[src/rtl/sfifo_mux_if.sv]
// WISHBONE slave front-end multiplexing NCH first-word-fall-through sync FIFOs plus a base-period tick.
// Latency: strobe sampled at edge N -> ack (and pop for data reads) in cycle N+1; back-to-back accesses take 2 cycles each.
// Backpressure: a data read of an empty channel withholds ack until data arrives or the master drops cyc/stb
//   (with SFIFO_MUX_IF_TMO_EN: or until the timeout expires).
//
// Ports:
//   wb_clk_i, wb_rst_i     clock and synchronous active-high reset
//   wb_cyc_i .. wb_dat_o   WISHBONE slave port (wb_sel_i ignored, full-word accesses)
//   wb_ack_o               one-cycle acknowledge
//   sfifo_rd_o             per-channel pop strobe (one-hot, one cycle per popped word)
//   sfifo_empty_i          per-channel empty flags
//   sfifo_di               packed head words, channel c at [c*SFIFO_DW +: SFIFO_DW]
//   sfifo_bp_tick_i        base-period tick level
//
// Word map (word offset = wb_adr_i[WB_LAW-1:2]):
//   0 BP_TICK  {0,flag}, read clears      1 EMPTY    {0,sfifo_empty_i}
//   2 BP_CNT   {0,cnt}, any write clears  3 TMO_STAT {0,sticky}, write-1-to-clear
//   8..8+NCH-1 head word of channel off-8, read pops; anything else reads 0
//
// Optional macro SFIFO_MUX_IF_TMO_EN: a data read stalled for 2**TMO_W-1 WAIT cycles
// completes with bit WB_DW-1 set, zero data, no pop, and sets TMO_STAT[channel].

module sfifo_mux_if #(
    parameter int WB_LAW   = 6,
    parameter int WB_DW    = 32,
    parameter int SFIFO_DW = 16,
    parameter int NCH      = 4,
    parameter int TMO_W    = 8
) (
    input  logic                    wb_clk_i,
    input  logic                    wb_rst_i,
    input  logic                    wb_cyc_i,
    input  logic                    wb_stb_i,
    input  logic                    wb_we_i,
    input  logic [3:0]              wb_sel_i,
    input  logic [WB_LAW-1:0]       wb_adr_i,
    input  logic [WB_DW-1:0]        wb_dat_i,
    output logic [WB_DW-1:0]        wb_dat_o,
    output logic                    wb_ack_o,
    output logic [NCH-1:0]          sfifo_rd_o,
    input  logic [NCH-1:0]          sfifo_empty_i,
    input  logic [NCH*SFIFO_DW-1:0] sfifo_di,
    input  logic                    sfifo_bp_tick_i
);

    localparam int OFF_W = WB_LAW - 2;
    localparam int CH_W  = (NCH > 1) ? $clog2(NCH) : 1;

    if (SFIFO_DW > WB_DW - 1 || NCH < 1 || NCH > 8 || TMO_W < 1 || WB_LAW < 6) begin : g_param_check
        $error("sfifo_mux_if: unsupported parameter combination");
    end

    typedef enum logic [1:0] {S_IDLE, S_WAIT, S_ACK} state_t;

    state_t            state_q, state_d;
    logic [WB_DW-1:0]  dat_q, dat_d;
    logic [NCH-1:0]    rd_q, rd_d;
    logic [CH_W-1:0]   ch_q, ch_d;
    logic              tick_q;
    logic              flag_q, flag_d;
    logic [15:0]       cnt_q, cnt_d;
    logic              flag_clr, cnt_clr;

    logic [SFIFO_DW-1:0] head [NCH];
    for (genvar c = 0; c < NCH; c++) begin : g_head
        assign head[c] = sfifo_di[c*SFIFO_DW +: SFIFO_DW];
    end

    logic [OFF_W-1:0] off;
    logic [CH_W-1:0]  ch;
    logic             req, is_di, tick_edge;

    assign off       = wb_adr_i[WB_LAW-1:2];
    // DI window starts at 8, so the channel index is simply the low offset bits.
    assign ch        = off[CH_W-1:0];
    assign req       = wb_cyc_i & wb_stb_i;
    // One extra bit so that 8+NCH (up to 16) does not wrap for a 4-bit offset.
    assign is_di     = ({1'b0, off} >= (OFF_W+1)'(8)) && ({1'b0, off} < (OFF_W+1)'(8 + NCH));
    assign tick_edge = sfifo_bp_tick_i & ~tick_q;

`ifdef SFIFO_MUX_IF_TMO_EN
    logic [TMO_W-1:0] tmo_q, tmo_d, tmo_nxt;
    logic [NCH-1:0]   sticky_q, sticky_d;
    assign tmo_nxt = tmo_q + 1'b1;
    logic unused_ok;
    assign unused_ok = ^{wb_sel_i, wb_adr_i[1:0], wb_dat_i[WB_DW-1:NCH]};
`else
    logic unused_ok;
    assign unused_ok = ^{wb_sel_i, wb_adr_i[1:0], wb_dat_i};
`endif

    always_comb begin
        state_d  = state_q;
        dat_d    = dat_q;
        rd_d     = '0;
        ch_d     = ch_q;
        flag_clr = 1'b0;
        cnt_clr  = 1'b0;
`ifdef SFIFO_MUX_IF_TMO_EN
        tmo_d    = tmo_q;
        sticky_d = sticky_q;
`endif
        unique case (state_q)
            S_IDLE: begin
                if (req) begin
                    if (is_di && !wb_we_i) begin
                        ch_d = ch;
                        if (!sfifo_empty_i[ch]) begin
                            state_d  = S_ACK;
                            rd_d[ch] = 1'b1;
                            dat_d    = WB_DW'(head[ch]);
                        end else begin
                            state_d = S_WAIT;
`ifdef SFIFO_MUX_IF_TMO_EN
                            tmo_d   = '0;
`endif
                        end
                    end else begin
                        // Register accesses and all writes complete in one step.
                        state_d = S_ACK;
                        dat_d   = '0;
                        case (off)
                            OFF_W'(0): if (!wb_we_i) begin
                                dat_d    = WB_DW'(flag_q);
                                flag_clr = 1'b1;
                            end
                            OFF_W'(1): if (!wb_we_i) dat_d = WB_DW'(sfifo_empty_i);
                            OFF_W'(2): if (wb_we_i) cnt_clr = 1'b1;
                                       else         dat_d   = WB_DW'(cnt_q);
`ifdef SFIFO_MUX_IF_TMO_EN
                            OFF_W'(3): if (wb_we_i) sticky_d = sticky_q & ~wb_dat_i[NCH-1:0];
                                       else         dat_d    = WB_DW'(sticky_q);
`endif
                            default: ;
                        endcase
                    end
                end
            end
            S_WAIT: begin
                if (!req) begin
                    state_d = S_IDLE;
                end else if (!sfifo_empty_i[ch_q]) begin
                    // Data arriving always beats the timeout, even on its terminal cycle.
                    state_d    = S_ACK;
                    rd_d[ch_q] = 1'b1;
                    dat_d      = WB_DW'(head[ch_q]);
`ifdef SFIFO_MUX_IF_TMO_EN
                end else if (tmo_nxt == '1) begin
                    // Counter reaches 2**TMO_W-1 after that many WAIT cycles: give up.
                    state_d          = S_ACK;
                    dat_d            = '0;
                    dat_d[WB_DW-1]   = 1'b1;
                    sticky_d[ch_q]   = 1'b1;
                end else begin
                    tmo_d = tmo_nxt;
`endif
                end
            end
            S_ACK:   state_d = S_IDLE;
            default: state_d = S_IDLE;
        endcase
    end

    // A tick edge wins over a coincident clear: flag ends at 1, count at 1.
    always_comb begin
        flag_d = flag_q;
        cnt_d  = cnt_q;
        if (tick_edge) begin
            flag_d = 1'b1;
            if (cnt_clr)                cnt_d = 16'd1;
            else if (cnt_q != 16'hFFFF) cnt_d = cnt_q + 16'd1;
        end else begin
            if (flag_clr) flag_d = 1'b0;
            if (cnt_clr)  cnt_d  = '0;
        end
    end

    always_ff @(posedge wb_clk_i) begin
        if (wb_rst_i) begin
            state_q <= S_IDLE;
            dat_q   <= '0;
            rd_q    <= '0;
            ch_q    <= '0;
            tick_q  <= 1'b0;
            flag_q  <= 1'b0;
            cnt_q   <= '0;
        end else begin
            state_q <= state_d;
            dat_q   <= dat_d;
            rd_q    <= rd_d;
            ch_q    <= ch_d;
            tick_q  <= sfifo_bp_tick_i;
            flag_q  <= flag_d;
            cnt_q   <= cnt_d;
        end
    end

`ifdef SFIFO_MUX_IF_TMO_EN
    always_ff @(posedge wb_clk_i) begin
        if (wb_rst_i) begin
            tmo_q    <= '0;
            sticky_q <= '0;
        end else begin
            tmo_q    <= tmo_d;
            sticky_q <= sticky_d;
        end
    end
`endif

    assign wb_dat_o   = dat_q;
    assign wb_ack_o   = (state_q == S_ACK);
    assign sfifo_rd_o = rd_q;

endmodule
[config.mk]
export PLATFORM = sky130hd
export DESIGN_NAME = sfifo_mux_if
export DESIGN_NICKNAME = d
export VERILOG_FILES = /design/src/rtl/sfifo_mux_if.sv
export SDC_FILE = /design/constraint.sdc
export NUM_CORES = 1
export LEC_CHECK = 0
export ABC_AREA = 1
export CELL_PAD_IN_SITES_DETAIL_PLACEMENT = 1
export CELL_PAD_IN_SITES_GLOBAL_PLACEMENT = 2
export CORE_ASPECT_RATIO = 0.75
export CORE_MARGIN = 2
export CORE_UTILIZATION = 22
export DETAILED_ROUTE_END_ITERATION = 10
export PLACE_DENSITY = 0.83
export SKIP_CTS_REPAIR_TIMING = 1
export SLEW_MARGIN = 40
export SYNTH_ARGS = -nofsm -noshare
export SYNTH_HDL_FRONTEND = slang
export SYNTH_SLANG_ARGS = --single-unit
[constraint.sdc]
create_clock -name wb_clk_i -period 3.9 [get_ports wb_clk_i]
set_clock_uncertainty 0.05 [all_clocks]
set_input_delay 0.78 -clock wb_clk_i [delete_from_list [all_inputs] [get_ports wb_clk_i]]
set_output_delay 0.78 -clock wb_clk_i [all_outputs]
set_load 0.01 [all_outputs]
==> results.toml, run 1 <==
[status]
outcome = "complete, no violations"

[cts]
tritoncts = "built"
cts.sinks = 42
clock_latency_ns = 0.29
cts_buffer_depth = 2
cts_root_buf = "clkbuf_16"
cts_buffers = 5
clkSlewWorstSetupHoldPaths_ns = 0.06
cts_max_level = 2

[sta]
period_share = 0.7120
slew_violations = 0
max_slew_margin = 0.5034
finalSetupViolCount = 0
min_period_ns = 2.777
hold_violations = 0
worstMarginPinSlew_ns = 0.7408
rsz0062_at_grt = "no"
timing.fmax_mhz = 360.1
setup_ws_ns = 1.123
whs_ns = 0.4346
tns_ns = 0

[placement]
dp_hpwl_microns = 11230
pre_cts_ws_ns = 0.7783
io_buffer_count = 98
gp_congestion = 0.8216
dpl.cell_count = 982

[synthesis]
synth-main-ff-cell = "dfxtp_1"
synth_top_family_by_area = "simple AND/OR/NAND/NOR gates"
synth_seq_area_share = 0.2227
yosysMostFrequentCell = "nand2_1"
syn_area_sq_mm = 0.003776
synth_top_area_share = 0.3121
synthTopCellsByCount = "nand2_1 (314), nor2_1 (78), inv_1 (54), dfxtp_1 (42), nand3_1 (39)"
synth-adder-area-share = 0.003313
synth_compound_gate_area_share = 0.06925
yosysWarningCount = 0
netlist_instances = 687
yosysTopAreaCell = "nand2_1"
synth_cell_types = 34
avgSynthCellArea_sq_um = 5.497
ys_seq_elements = 42
synthTopCellsByArea = "nand2_1 (31%), dfxtp_1 (22%), nor2_1 (7.8%)"
synth.area.mux_share = 0
async_flop_share = 0
synthXorXnorAreaFrac = 0.004639
synth-simple-area-share = 0.5633
synth_edf_count = 0

[cells_and_area]
final-seq-area_sq_um = 840.8
fill_cells = 2212
multi_input_area_sq_mm = 0.002494
drive_gt1_frac = 0.05685
layoutNonFillerInstCount = 989
final_util = 0.2982
final_nets = 891
diodes = 0
syn_to_final_growth_pct = 32.87

[global_route]
use_met3 = 0.02541
grt_max_degree = 25
grt_pass1_vias = 4677
grtUsageMet1 = 0.2405
antenna_found_initial = 0
use_met2 = 0.2639
gr-usage-all-layers = 0.1657
gr-total-overflow = 0
grt_busiest_layer = "met2"
grt_pass1_wl_microns = 24310

[drt]
drt_pass1_iterations = 4
vias = 4498
wl_per_cell_microns = 14.90
drtIter0Drc = 210
viasPerCell = 4.548
ant_nets = 0
remaining_drc_errors = 0
drt-total-wl_microns = 14740

[worst_setup_path]
critPathKind = "in2reg"
start_kind = "input pin"
critical_path.max_fanout = 12
end_kind = "flop"
worst-endpoint-required_ns = 4.08
arrival_ns = 2.96

[floorplan]
start_util = 0.2244
coreArea_sq_mm = 0.01683
ioPinCount = 153
die_area_sq_mm = 0.01824
die_x_microns = 155.3
die_h_microns = 117.5
num_rows = 41

[power]
ir_worst_vdd_v = 0.0001265
cellPowerDensity_mw_per_mm2 = 253.5
power_leakage_nw = 2.232

[run]
drv_cap = 0

[hold_path]
hp-class = "reg2reg"
registers in the layout, summed over array words and instances, names as in the netlist:
| name | cells |
|---|---|
| sfifo_rd_o | 4 |
| flag_q | 1 |
| state_q | 2 |
| tick_q | 1 |
| wb_dat_o | 16 |
| ch_q | 2 |
| cnt_q | 16 |
worst max-delay path: stages:
cell,delay [ns]
clkdlybuf4s50_1,0.70
clkinv_8,0.19
nand2_4,0.09
nor3_2,0.62
nand2_1,0.17
nand2_1,0.11
nand3_1,0.08
nand2_1,0.09
nor2_1,0.05
nor2_1,0.08
worst paths after layout:
check                           from                        end  slack (ns)  depth (start not counted)
max                      wb_adr_i[2]  wb_dat_o[10]$_SDFFE_PP0P_        1.12                         10
min              flag_q$_SDFFE_PP0P_        flag_q$_SDFFE_PP0P_        0.43                          2
max reg2reg  state_q[1]$_SDFFE_PP0P_   wb_dat_o[1]$_SDFFE_PP0P_        1.73                          9
min reg2reg      flag_q$_SDFFE_PP0P_        flag_q$_SDFFE_PP0P_        0.43                          2
cell families (layout without fill, tap and decap cells):
kind of cell    Yosys count  after routing
simple gates            491            491
fa+ha+maj                 1              1
xor+xnor                  2              2
compound gates           50             50
buf+inv                 100            172
flops                    42             42
other cells               1             16
layout make-up:
class / count / share of cell area
Clock buffer: 5 / 0.02494
Clock inverter: 2 / 0.001995
Inverter: 58 / 0.04589
Multi-Input combinational cell: 560 / 0.4970
Sequential cell: 42 / 0.1676
Tap cell: 215 / 0.05362
Timing Repair Buffer: 107 / 0.2090
metal layers:
layer	share of wire	wire, microns
met1	0.50	7367
met2	0.44	6547
met3	0.049	716
met4	0.0070	103
met5	0	0
where the power goes:
part	total [mW]	internal (mW)	switching, mW
logic	0.388	0.177	0.211
registers	0.469	0.454	0.0158
clock network	0.415	0.232	0.183
metrics by stage:
stage          power (mW)  instance area (sq um)
6_report            1.272                   5017
3_3_place_gp       0.8645                   4867
4_1_cts             1.297                   5017
5_1_grt             1.355                   5017
3_5_place_dp       0.8687                   4882
2_1_floorplan      0.6897                   3832
placed cells by master (no fill, tap or decap), types with 5 or more instances in the layout:
cell | netlist | final
nand4_1 | 24 | 24
clkdlybuf4s50_1 | 0 | 98
nor2_4 | 2 | 5
nor2_1 | 78 | 78
nand3b_1 | 12 | 12
nand3_1 | 39 | 39
a21oi_1 | 38 | 38
dfxtp_1 | 42 | 42
o21ai_0 | 7 | 7
nand2_1 | 314 | 314
conb_1 | 1 | 16
nor2_2 | 8 | 5
buf_4 | 22 | 9
inv_1 | 54 | 54
clkbuf_16 | 0 | 5
Note: power is estimated with default switching activity, not from simulation.
==> run 2, diff against run 1 <==
--- a/config.mk
+++ b/config.mk
@@ -10,9 +10,9 @@
 export CELL_PAD_IN_SITES_GLOBAL_PLACEMENT = 2
 export CORE_ASPECT_RATIO = 0.75
 export CORE_MARGIN = 2
-export CORE_UTILIZATION = 22
+export CORE_UTILIZATION = 21
 export DETAILED_ROUTE_END_ITERATION = 10
-export PLACE_DENSITY = 0.83
+export PLACE_DENSITY = 0.8
 export SKIP_CTS_REPAIR_TIMING = 1
 export SLEW_MARGIN = 40
 export SYNTH_ARGS = -nofsm -noshare
==> constraint.sdc (replaced) <==
create_clock -name wb_clk_i -period 2.6 [get_ports wb_clk_i]
set_clock_uncertainty 0.05 [all_clocks]
set_input_delay 0.52 -clock wb_clk_i [delete_from_list [all_inputs] [get_ports wb_clk_i]]
set_output_delay 0.52 -clock wb_clk_i [all_outputs]
set_load 0.01 [all_outputs]
==> results.toml, run 2 (synthesized netlist as in run 1, its figures left out) <==
[drt]
remaining_drc_errors = 0
drt-total-wl_microns = 15220
ant_nets = 0
drtIter0Drc = 250
wl_per_cell_microns = 14.71
viasPerCell = 4.406
drt_pass1_iterations = 4
vias = 4560

[cts]
cts_buffers = 5
cts.sinks = 42
cts_max_level = 2
cts_buffer_depth = 2
cts_root_buf = "clkbuf_16"
tritoncts = "built"
clkSlewWorstSetupHoldPaths_ns = 0.07
clock_latency_ns = 0.29

[power]
ir_worst_vdd_v = 0.0002238
p_int_mw = 1.551
p_sw_mw = 0.6427
power_leakage_nw = 2.367
comb_power_share = 0.281
p_sw_frac = 0.2929
pwr-share-seq = 0.321
clkPwrFrac = 0.398
total_power_mw = 2.194
cellPowerDensity_mw_per_mm2 = 414.1

[hold_path]
holdPathStages = 2
hp-class = "reg2reg"
min-delay-start = "flag_q$_SDFFE_PP0P_"
whs_endpoint = "flag_q$_SDFFE_PP0P_"

[sta]
rsz0062_at_grt = "no"
worstMarginPinSlew_ns = 0.6128
whs_ns = 0.4189
min_period_ns = 2.241
hold_violations = 0
tns_ns = 0
max_slew_margin = 0.5910
period_share = 0.8620
finalSetupViolCount = 0
timing.fmax_mhz = 446.2
slew_violations = 0

[floorplan]
ioPinCount = 153
die_area_sq_mm = 0.01908
die_h_microns = 120.1
start_util = 0.2145
die_x_microns = 158.8
coreArea_sq_mm = 0.01760
num_rows = 42

[global_route]
gr-usage-all-layers = 0.1617
grt_pass1_wl_microns = 24450
grt_pass1_vias = 4657
antenna_found_initial = 0
gr-total-overflow = 0
grt_max_degree = 25

[worst_setup_path]
critPathLaunch = "wb_adr_i[2]"
r2r_cells = 8
path_common_cell = "nand2_1"
cpPeakStageDelay_ns = 0.50
reg2reg_slack_ns = 0.55
end_kind = "flop"
crit_buf_inv = 4
timing.rr.start = "state_q[1]$_SDFFE_PP0P_"
arrival_ns = 2.43
critPathKind = "in2reg"
rr_endpoint = "wb_dat_o[1]$_SDFFE_PP0P_"
start_kind = "input pin"
cp_cell_sequence = "clkdlybuf4s50_1, buf_12, clkinv_8, nand2_1, nand2_1, nand2_1, nand2_1, nand3_2, nand3_2, buf_12, nand2_1, nand2_1, nor2_1"
crit_family = "buffers and inverters"
slowest_stage = "clkdlybuf4s50_1"
worst-endpoint-required_ns = 2.79
critical_path.max_fanout = 18

[placement]
dp_hpwl_microns = 11790
place_area_sq_mm = 0.005099
gp_congestion = 0.8264
dpl.cell_count = 1027
io_buffer_count = 98

[cells_and_area]
drive_gt1_frac = 0.07945
diodes = 0
layout_commonest_cell = "nand2_1"
final_nets = 909
layoutNonFillerInstCount = 1035
final-seq-area_sq_um = 840.8
fill_cells = 2303
multi_input_area_sq_mm = 0.002479
syn_to_final_growth_pct = 40.29
design_area_sq_mm = 0.005298
most-common-layout-cells = "nand2_1 (314), clkdlybuf4s50_1 (98), nor2_1 (78)"

[run]
drv_cap = 0

[status]
outcome = "complete, no violations"
## run 2: worst max-delay path by stage
| stage | cells after the start | endpoint | slack, ns |
|---|---|---|---|
| after floorplan | 10 | wb_dat_o[0]$_SDFFE_PP0P_ | 0.96 |
| after global placement | 13 | wb_dat_o[9]$_SDFFE_PP0P_ | 0.11 |
| after detailed placement | 13 | wb_dat_o[7]$_SDFFE_PP0P_ | 0.06 |
| after CTS | 13 | wb_dat_o[7]$_SDFFE_PP0P_ | 0.37 |
| after global routing | 13 | wb_dat_o[7]$_SDFFE_PP0P_ | 0.21 |
| final | 13 | wb_dat_o[7]$_SDFFE_PP0P_ | 0.36 |
## run 2: tightest hold or removal path, stage by stage (launching register included)
cell	delay, ns
dfxtp_1	0.31
o31ai_1	0.06
a21oi_1	0.05
## run 2: final cells by class
| cell class | instances | share of cell area |
|---|---|---|
| inverter | 58 | 0.04346 |
| multi-input combinational | 560 | 0.4679 |
| sequential | 42 | 0.1587 |
| clock buffer | 6 | 0.02622 |
| tap | 242 | 0.05716 |
| clock inverter | 2 | 0.01134 |
| timing repair buffer | 125 | 0.2352 |
## run 2: power groups by stage
| stage | logic, mW | registers [mW] | clock network (mW) |
|---|---|---|---|
| final | 0.616 | 0.704 | 0.874 |
| after detailed placement | 0.617 | 0.719 | 0 |
| after CTS | 0.621 | 0.704 | 0.897 |
| after global routing | 0.685 | 0.709 | 0.928 |
| after floorplan | 0.307 | 0.728 | 0 |
| after global placement | 0.610 | 0.718 | 0 |
## run 2: per-layer routing
layer,vias up,part of all wire,GRT usage
met5,-,0,0
met1,2119,0.51,0.2258
li1,2329,-,-
met4,0,0.011,0.03326
met2,101,0.43,0.2598
met3,11,0.048,0.03042
## run 2: per-stage QoR
| stage | setup WS (ns) | util |
|---|---|---|
| after CTS | 0.3731 | 0.3009 |
| after detailed placement | 0.06331 | 0.2896 |
| after floorplan | 0.9573 | - |
| final | 0.3589 | 0.3009 |
| after global routing | 0.2052 | 0.3009 |
| after global placement | 0.1059 | 0.2896 |
==> run 3, diff against run 2 <==
--- a/config.mk
+++ b/config.mk
@@ -10,9 +10,10 @@
 export CELL_PAD_IN_SITES_GLOBAL_PLACEMENT = 2
 export CORE_ASPECT_RATIO = 0.75
 export CORE_MARGIN = 2
-export CORE_UTILIZATION = 21
+export CORE_UTILIZATION = 30
 export DETAILED_ROUTE_END_ITERATION = 10
-export PLACE_DENSITY = 0.8
+export DONT_BUFFER_PORTS = 1
+export PLACE_DENSITY = 0.77
 export SKIP_CTS_REPAIR_TIMING = 1
 export SLEW_MARGIN = 40
 export SYNTH_ARGS = -nofsm -noshare
==> results.toml, run 3 (synthesized netlist as in run 1, its figures left out) <==
[status]
outcome = "complete, no violations"

[cts]
tritoncts = "built"
cts_root_buf = "clkbuf_16"
clock_latency_ns = 0.30
cts_buffer_depth = 2
clkSlewWorstSetupHoldPaths_ns = 0.07
cts_max_level = 2
cts.sinks = 42
cts_buffers = 5

[drt]
viasPerCell = 5.131
drt-total-wl_microns = 13960
drtIter0Drc = 147
remaining_drc_errors = 0
wl_per_cell_microns = 16.49
vias = 4346
ant_nets = 0
drt_pass1_iterations = 4

[hold_path]
hp-class = "in2reg"

[cells_and_area]
final_nets = 797
multi_input_area_sq_mm = 0.002479
most-common-layout-cells = "nand2_1 (314), nor2_1 (78), inv_1 (54)"
design_area_sq_mm = 0.004066
layout_commonest_cell = "nand2_1"
final-seq-area_sq_um = 840.8
syn_to_final_growth_pct = 7.687
fill_cells = 1698
layoutNonFillerInstCount = 847
drive_gt1_frac = 0.07195
final_util = 0.3316
diodes = 0

[floorplan]
die_area_sq_mm = 0.01351
num_rows = 35
die_h_microns = 101.2
coreArea_sq_mm = 0.01226
ioPinCount = 153
die_x_microns = 133.6
start_util = 0.3080

[global_route]
antenna_found_initial = 0
grt_max_degree = 25
gr-usage-all-layers = 0.2138
grt_pass1_vias = 4618
grt_pass1_wl_microns = 22770
gr-total-overflow = 0

[sta]
worstMarginPinSlew_ns = 0.6164
max_slew_margin = 0.5886
whs_ns = 0.2331
setup_ws_ns = 0.6154
tns_ns = 0
slew_violations = 0
period_share = 0.7633
finalSetupViolCount = 0
timing.fmax_mhz = 503.9
hold_violations = 0
min_period_ns = 1.985
rsz0062_at_grt = "no"

[worst_setup_path]
critical_path.max_fanout = 17
end_kind = "flop"
worst-endpoint-required_ns = 2.79
cp_cell_sequence = "inv_1, nand2_1, clkinv_1, nand2_1, nor2_1, a21oi_1, nor2_1, nor2_1"
critPathKind = "reg2reg"
start_kind = "flop"
arrival_ns = 2.17
slowest_stage = "clkinv_1"
cpPeakStageDelay_ns = 0.54
path_common_cell = "nor2_1"

[power]
power_leakage_nw = 1.907
ir_worst_vdd_v = 0.0002580
total_power_mw = 1.946
cellPowerDensity_mw_per_mm2 = 478.5

[placement]
io_buffer_count = 0
place_area_sq_mm = 0.003867
dpl.cell_count = 839
gp_congestion = 0.8554
dp_hpwl_microns = 10720
pre_cts_ws_ns = 0.5509

[run]
drv_cap = 0
-- run 3: cell type report --
cell class / count / area share
Clock inverter: 2 / 0.01477
Tap cell: 166 / 0.05108
Sequential cell: 42 / 0.2068
Inverter: 58 / 0.05662
Clock buffer: 6 / 0.03415
Timing Repair Buffer: 13 / 0.02708
Multi-Input combinational cell: 560 / 0.6095
-- run 3: final timing paths --
check | startpoint | to | slack, ns | depth (start not counted)
setup / recovery | state_q[1]$_SDFFE_PP0P_ | wb_dat_o[2]$_SDFFE_PP0P_ | 0.62 | 8
hold / removal | wb_rst_i | state_q[1]$_SDFFE_PP0P_ | 0.23 | 1
setup reg to reg | state_q[1]$_SDFFE_PP0P_ | wb_dat_o[2]$_SDFFE_PP0P_ | 0.62 | 8
hold reg to reg | flag_q$_SDFFE_PP0P_ | flag_q$_SDFFE_PP0P_ | 0.42 | 2
-- run 3: power breakdown --
group | total [mW] | leakage [nW] | internal (mW) | switching, mW
combinational | 0.360 | 1.47 | 0.119 | 0.241
sequential | 0.722 | 0.342 | 0.681 | 0.0410
clock | 0.864 | 0.0971 | 0.577 | 0.286
total | 1.95 | 1.91 | 1.38 | 0.568
-- run 3: per-layer routing --
layer  routed length (microns)  share of wire  up-vias  track usage
li1                          -              -     2103            -
met1                      6091           0.44     2102       0.2583
met2                      6626           0.47      120       0.3739
met3                       920          0.066       21      0.04755
met4                       325          0.023        0      0.08511
met5                         0              0        -            0
-- run 3: worst max-delay path: cells and delay by family (launching register included) --
kind | cells | cell delay, ns
AO/OA/AOI/OAI | 1 | 0.29
AND/OR/NAND/NOR | 5 | 0.63
buffers and inverters | 2 | 0.60
flip-flops | 1 | 0.35
